## config.mk

```make
export PLATFORM = sky130hd
export DESIGN_NAME = branch_target_predictor
export DESIGN_NICKNAME = d
export VERILOG_FILES = /design/src/rtl/cpu_bp_pkg.sv /design/src/rtl/sat_counter.sv /design/src/rtl/branch_target_predictor.sv
export SDC_FILE = /design/constraint.sdc
export NUM_CORES = 2
export LEC_CHECK = 0
export CAP_MARGIN = 0
export CORE_MARGIN = 4
export CORE_UTILIZATION = 60
export DETAILED_ROUTE_END_ITERATION = 16
export PLACE_DENSITY_LB_ADDON = 0.2
export SETUP_SLACK_MARGIN = 0.1
export SYNTH_ARGS = -nofsm -noshare
export SYNTH_HDL_FRONTEND = slang
export SYNTH_SLANG_ARGS = --single-unit
```

## constraint.sdc

```tcl
create_clock -name clk -period 6.15 [get_ports clk]
set_input_delay 1.23 -clock clk [delete_from_list [all_inputs] [get_ports clk]]
set_output_delay 1.23 -clock clk [all_outputs]
set_load 0.01 [all_outputs]
```

## src/rtl/cpu_bp_pkg.sv

```systemverilog
// Shared helpers for the branch target predictor: counter constants and
// PC field extraction. PCs are widened to 128 bits so one helper serves any DATA_W.
package cpu_bp_pkg;

   function automatic int CNT_WEAK_TAKEN(input int cnt_w);
      return 1 << (cnt_w - 1);
   endfunction

   function automatic int CNT_MAX(input int cnt_w);
      return (1 << cnt_w) - 1;
   endfunction

   function automatic logic [31:0] pc_index(input logic [127:0] pc, input int idx_w);
      logic [127:0] mask;
      mask = (128'd1 << idx_w) - 128'd1;
      return 32'((pc >> 2) & mask);
   endfunction

   function automatic logic [63:0] pc_tag(input logic [127:0] pc, input int idx_w,
                                          input int tag_w);
      logic [127:0] mask;
      mask = (128'd1 << tag_w) - 128'd1;
      return 64'((pc >> (idx_w + 2)) & mask);
   endfunction

endpackage

```

## src/rtl/sat_counter.sv

```systemverilog
// Next-value logic for an N-bit saturating direction counter.
// load (allocation) wins over inc/dec and sets the weakly-taken value.
module sat_counter
   import cpu_bp_pkg::*;
#(
   parameter int CNT_W = 2
) (
   input  logic [CNT_W-1:0] i_cur,
   input  logic             i_inc,
   input  logic             i_dec,
   input  logic             i_load,
   output logic [CNT_W-1:0] o_nxt
);

   localparam logic [CNT_W-1:0] C_MAX  = CNT_W'(CNT_MAX(CNT_W));
   localparam logic [CNT_W-1:0] C_WEAK = CNT_W'(CNT_WEAK_TAKEN(CNT_W));

   always_comb begin
      o_nxt = i_cur;
      if (i_load) begin
         o_nxt = C_WEAK;
      end else if (i_inc && (i_cur != C_MAX)) begin
         o_nxt = i_cur + CNT_W'(1);
      end else if (i_dec && (i_cur != '0)) begin
         o_nxt = i_cur - CNT_W'(1);
      end
   end

endmodule

```

## src/rtl/branch_target_predictor.sv

```systemverilog
// Direct-mapped tagged BTB with per-entry saturating direction counters.
// Lookup is combinational from if_pc; updates from ID-stage resolution land on the clock edge.
module branch_target_predictor
   import cpu_bp_pkg::*;
#(
   parameter int DATA_W = 64,
   parameter int IDX_W  = 4,
   parameter int TAG_W  = 8,
   parameter int CNT_W  = 2,
   parameter int STAT_W = 32
) (
   input  logic              clk,
   input  logic              arst_n,
   input  logic              enable,
   input  logic              clear,
   input  logic [DATA_W-1:0] if_pc,
   output logic              pred_taken,
   output logic [DATA_W-1:0] pred_target,
   input  logic              upd_valid,
   input  logic [DATA_W-1:0] upd_pc,
   input  logic              upd_taken,
   input  logic [DATA_W-1:0] upd_target,
   input  logic              upd_mispredict,
   output logic [STAT_W-1:0] stat_mispredict
);

   localparam int DEPTH = 1 << IDX_W;

   typedef struct packed {
      logic              valid;
      logic [TAG_W-1:0]  tag;
      logic [CNT_W-1:0]  cnt;
      logic [DATA_W-1:0] target;
   } entry_t;

   entry_t            r_tbl [DEPTH];
   logic [STAT_W-1:0] r_stat;

   logic [IDX_W-1:0] w_rd_idx;
   logic [TAG_W-1:0] w_rd_tag;
   logic             w_rd_hit;
   logic [IDX_W-1:0] w_up_idx;
   logic [TAG_W-1:0] w_up_tag;
   logic             w_up_hit;
   logic [CNT_W-1:0] w_cnt_nxt;

   assign w_rd_idx = IDX_W'(pc_index(128'(if_pc), IDX_W));
   assign w_rd_tag = TAG_W'(pc_tag(128'(if_pc), IDX_W, TAG_W));
   assign w_up_idx = IDX_W'(pc_index(128'(upd_pc), IDX_W));
   assign w_up_tag = TAG_W'(pc_tag(128'(upd_pc), IDX_W, TAG_W));

   // Reads see the registered table only, so a same-cycle update is not bypassed.
   assign w_rd_hit    = r_tbl[w_rd_idx].valid && (r_tbl[w_rd_idx].tag == w_rd_tag);
   assign pred_taken  = w_rd_hit && r_tbl[w_rd_idx].cnt[CNT_W-1];
   assign pred_target = pred_taken ? r_tbl[w_rd_idx].target : '0;

   assign w_up_hit = r_tbl[w_up_idx].valid && (r_tbl[w_up_idx].tag == w_up_tag);

   sat_counter #(
      .CNT_W(CNT_W)
   ) u_sat_counter (
      .i_cur (r_tbl[w_up_idx].cnt),
      .i_inc (w_up_hit && upd_taken),
      .i_dec (w_up_hit && !upd_taken),
      .i_load(!w_up_hit && upd_taken),
      .o_nxt (w_cnt_nxt)
   );

   always_ff @(posedge clk or negedge arst_n) begin
      if (!arst_n) begin
         for (int i = 0; i < DEPTH; i++) begin
            r_tbl[i] <= '0;
         end
      end else if (enable) begin
         if (clear) begin
            for (int i = 0; i < DEPTH; i++) begin
               r_tbl[i].valid <= 1'b0;
            end
         end else if (upd_valid) begin
            if (w_up_hit) begin
               r_tbl[w_up_idx].cnt <= w_cnt_nxt;
               if (upd_taken) begin
                  r_tbl[w_up_idx].target <= upd_target;
               end
            end else if (upd_taken) begin
               r_tbl[w_up_idx] <= '{valid: 1'b1, tag: w_up_tag, cnt: w_cnt_nxt,
                                    target: upd_target};
            end
         end
      end
   end

   // Statistics ignore clear; they only freeze when the pipeline stalls.
   always_ff @(posedge clk or negedge arst_n) begin
      if (!arst_n) begin
         r_stat <= '0;
      end else if (enable && upd_valid && upd_mispredict && (r_stat != '1)) begin
         r_stat <= r_stat + STAT_W'(1);
      end
   end

   assign stat_mispredict = r_stat;

endmodule

```

# After elaboration in Yosys (flattened, before gate mapping)
# Cells that the tools add are included.
# classes
magnitude_cmp	3
bitwise_logic	3
n_eq_ne	4
n_addsub	3
mux	39
n_reduce_logical	20
# op_table
operator	n
2-to-1 mux 1200 bit	4
bitwise mux 1200 bit	3
demux 75 bit (select 4 bit)	3
binary-select mux 75 bit (select 4 bit)	2
2-to-1 mux 75 bit	5
2-to-1 mux 64 bit	2
2-to-1 mux 66 bit	1
adder 32 x 1 -> 32 bit (second input constant)	1
inequality test 32 bit (second input constant)	1
== test 8 bit	2
2-to-1 mux 1 bit	16
logical AND 1 bit	12
greater-or-equal comparator 5 bit (second input constant)	2
NOT 4 -> 5 bit	2
2-to-1 mux 2 bit	3
nonzero test 2 bit	3
less-than comparator 5 x 1 -> 1 bit (second input constant)	1
AND reduction 4 bit	1
AND reduction 3 bit	1
nonzero test 3 bit	1
adder 2 x 1 -> 2 bit (second input constant)	1
zero test 1 bit	2
inequality test 2 bit (second input constant)	1
subtractor 2 x 1 -> 2 bit (second input constant)	1
NOT 1 bit	1
# word_totals
register_bits	1232
out_inout_bits	97
in_bits	199
wordCells	137

# Longest topological paths before layout
# logic_depth
word_depth	17
mapped_depth	13
mapped_depth_nobuf	8

# By module
# A second synthesis with hierarchy kept.
# unflattened
cells_unflattened	3533
hier_area_um2	57252.4
# by_module_without_submodules
module	cells_per_inst	seq_area_each_um2	n_inst	area_per_inst_um2
branch_target_predictor	3521	30829.6	1	57157.3
sat_counter	12	0.0	1	95.1

# Least setup slack after synthesis
# No wires, ideal clock.
# synth_path
kind	input to output
start	in if_pc[2]
end	out pred_target[1]
n_path_buf	5
path_slack_ps	1059
required_time_ps	4920
t_arrival_ps	3861
path_stages	8
path_cell_list	buf_4 buf_2 buf_2 buf_2 buf_1 mux4_2 mux4_2 nor2b_1
# synth_between
elab_chain_cells	8
# synth_lines
item	line	text
start, declared	branch_target_predictor.sv:16	input logic [DATA_W-1:0] if_pc,
NOT 4 -> 5 bit (not written as such) *	branch_target_predictor.sv:53, branch_target_predictor.sv:54, branch_target_predictor.sv:55	
binary-select mux 75 bit (select 4 bit) *	branch_target_predictor.sv:53, branch_target_predictor.sv:54, branch_target_predictor.sv:55	
2-to-1 mux 75 bit (not written as such) * (2 in series)	branch_target_predictor.sv:55	assign pred_target = pred_taken ? r_tbl[w_rd_idx].target : '0;
== test 8 bit	branch_target_predictor.sv:53	assign w_rd_hit = r_tbl[w_rd_idx].valid && (r_tbl[w_rd_idx].tag == w_rd_tag);
logical AND 1 bit	branch_target_predictor.sv:53	
logical AND 1 bit	branch_target_predictor.sv:54	assign pred_taken = w_rd_hit && r_tbl[w_rd_idx].cnt[CNT_W-1];
2-to-1 mux 64 bit *	branch_target_predictor.sv:55	
end, declared	branch_target_predictor.sv:18	output logic [DATA_W-1:0] pred_target,
# Mark *: on every way between the ends. The rest lies on a longest branch, timed or not. The select of a mux whose other input is x is not followed.

# Worst setup path after layout
# layout_path
start	in if_pc[2]
end	out pred_target[30]
# Same word-level chain as after synthesis.

==> results.py <==
metrics = {
    "yosys": {
        "synth_area_um2": 57100,
        "syn_nets": 3746,
        "synth-seq-cells": 1232,
        "yosysSeqAreaShare_pct": 54.0,
        "synth_cell_types": 50,
        "synthCells": 3544,
        "yosysWarnings": 0,
        "avgSynthCellArea_um2": 16.1,
    },
    "final_layout": {
        "drive_above_1_share_pct": 50.3,
        "nNetsFinal": 3829,
        "final_common_cell": "dfrtp_1",
        "register_area_um2": 30800,
        "final.fill_count": 6149,
        "area_delta_synth_final_pct": 12.9,
        "layout_common_cells": "1232 x dfrtp_1, 1163 x mux2_2, 392 x mux4_2",
        "utilization_pct": 68.6,
        "multi_input_area_um2": 24900,
    },
    "floorplan": {
        "rows": 112,
        "ios": 296,
        "initial_utilization_pct": 60.8,
        "die_area_um2": 100000,
        "die_x_um": 316,
        "die_y_um": 316,
        "coreArea_um2": 93900,
    },
    "drt": {
        "drcViolationCount": 0,
        "detail-route-antenna-nets": 0,
        "drt_wl_total_um": 139000,
        "wl_per_cell_um": 28.0,
        "num_vias": 32300,
        "firstDrtPassIters": 5,
        "viasPerCell": 6.49,
        "first_iter_violations": 2710,
    },
    "min_path": {
        "min_path_cells": 1,
        "hp-class": "flip-flop to flip-flop",
    },
    "critical_path": {
        "reg2reg_depth": 10,
        "crit_type": "input port to output pin",
        "end_kind": "output pin",
        "start_kind": "input port",
        "cp_data_required_time_ns": 4.92,
        "cp_max_fo": 28,
        "cp.arrival_ns": 4.62,
    },
    "clock_tree": {
        "cts.sink_count": 1232,
        "htree_levels": 3,
        "cts_made_buffers": 121,
        "clock_latency_ns": 0.71,
        "post_cts.repair.setup_buffers": 0,
        "cts_root_buffer": "clkbuf_16",
        "clock_path_buffers": 3,
        "clkTransAtPathRegs_ns": 0.06,
        "cts_tree": "yes",
        "ctsHoldBuffers": 0,
    },
    "sta": {
        "fin_ws_ns": 0.305,
        "max_slew_margin_pct": 26.2,
        "setup_tns_ns": 0,
        "setup_viol": 0,
        "worst_pin_slew_ns": 1.11,
        "post-route-period-util_pct": 95.0,
        "slew_violations": 0,
        "clock.fmax_ghz": 0.171,
        "hold_viol": 0,
        "clock_skew_ns": 0.00899,
        "min_period_ns": 5.85,
        "grt_setup_unrepaired": "false",
    },
    "power_and_ir_drop": {
        "total_leakage_power_nw": 29.9,
        "total_power_mw": 18.5,
        "peakVddDrop_mv": 0.328,
        "p_per_area_nw_per_um2": 287,
    },
    "global_routing": {
        "grt_overflow": 0,
        "grt_use_met3_pct": 5.50,
        "grt_pass1_wl_um": 216000,
        "grt_pass1_vias": 35900,
        "grt_max_degree": 207,
        "met2_usage_pct": 46.7,
        "grtUsageTotal_pct": 28.5,
        "grt.busiest_layer": "met2",
        "antenna_found_initial": 18,
        "grt_use_met1_pct": 39.1,
    },
    "run": {
        "cap_violations": 0,
    },
    "place": {
        "gp_congestion": 0.847,
        "port-buffer-count": 191,
        "hpwl_um": 78000,
        "place_ws_ns": 0.182,
    },
    "status": {
        "status": "finished clean",
    },
}
==> timing repair <==
action / in CTS / in global routing
resized for setup: 0 / 3
endpoints found under the hold margin: 0 / 0
endpoints found under the setup margin: 0 / 28
==> final cells by class <==
class	count	area share, %
sequential	1232	47.9
clock buffer	181	5.62
inverter	8	0.0466
timing repair buffer	287	4.64
tap	1254	2.44
clock inverter	38	0.647
multi-input combinational	1977	38.7
antenna	7	0.0272
==> critical path, cell delays in order <==
cell	delay [ns]
buf_12	0.23
mux4_2	0.56
mux4_2	0.48
xnor2_1	0.20
nand4_1	0.24
nor4_2	0.35
buf_4	0.17
nand2_4	0.07
buf_4	0.30
nor2b_1	0.20
clkdlybuf4s50_1	0.56
==> where the power goes <==
group / switching [mW] / total, mW / leakage, nW / internal (mW)
Sequential: 0.365 / 9.12 / 16.8 / 8.75
Combinational: 0.818 / 1.89 / 11.1 / 1.07
Clock: 3.13 / 7.47 / 2.01 / 4.34
Total: 4.32 / 18.5 / 29.9 / 14.2
==> logic make-up (layout without fill, tap and decap cells) <==
group / after synthesis / after routing / synth area share (%)
other: 0 / 7 / 0
and+or+nand+nor: 249 / 249 / 2.31
buffers and inverters: 335 / 514 / 2.44
DFF: 1232 / 1232 / 54.0
AOI/OAI and AO/OA: 62 / 62 / 0.846
adders and majority gates: 3 / 3 / 0.0658
muxes: 1613 / 1613 / 39.5
xor gates and xnor gates: 50 / 50 / 0.767
==> metrics by stage <==
step                      hold slack (ns)  cells  cell area (um2)
final                               0.493   4984            64400
after detailed placement            0.480   4757            60300
after floorplan                     0.459   3544            57100
after global placement              0.470   4757            60300
after global routing                0.500   4982            64400
after CTS                           0.494   4976            64400
==> flip-flops by register name, summed over array words and instances (netlist names) <==
signal,count
stat_mispredict,32
r_tbl,1200
==> synthesized netlist by cell type, drive strengths merged <==
cell,n,area share (%)
mux4,394,16
xor2,20,0.31
ha,3,0.066
dfrtp,1232,54
nor4b,2,0.053
o2bb2ai,1,0.015
clkbuf,258,1.7
a211oi,2,0.026
a22o,2,0.031
nand4,13,0.14
o2111ai,18,0.28
a21o,1,0.013
a21oi,4,0.055
and4,3,0.046
buf,69,0.69
o31ai,1,0.013
nor2,30,0.20
mux2i,37,0.65
or3,2,0.022
and3,9,0.099
nand3,29,0.25
o211ai,6,0.088
o21ai,13,0.11
nor4,2,0.022
a211o,1,0.015
inv,8,0.053
mux2,1182,23
nor3,7,0.061
a2111oi,1,0.026
or4,1,0.013
xnor2,30,0.46
nand2,59,0.39
a22oi,10,0.13
or2,5,0.055
nand2b,15,0.16
nand3b,2,0.026
nor2b,67,0.73
and2,3,0.033
a2bb2oi,1,0.026
o31a,1,0.015
==> final timing paths <==
check | slack (ns) | startpoint | endpoint
worst max-delay path | 0.30 | if_pc[2] | pred_target[30]
worst min-delay path | 0.49 | r_tbl[814]$_DFFE_PN0P_ | r_tbl[814]$_DFFE_PN0P_
worst max register to register | 2.51 | r_tbl[296]$_DFFE_PN0P_ | r_tbl[445]$_DFFE_PN0P_
worst min register to register | 0.49 | r_tbl[814]$_DFFE_PN0P_ | r_tbl[814]$_DFFE_PN0P_
max in group asynchronous | 3.88 | arst_n | r_tbl[410]$_DFFE_PN0P_
min in group asynchronous | 0.55 | arst_n | r_tbl[593]$_DFFE_PN0P_
==> metal layers <==
metal	up-vias	part of all wire [%]
li1	13400	-
met1	17700	41
met2	960	50
met3	286	5.8
met4	16	3.0
met5	-	0.070
Power figures use the tool's default switching activity.
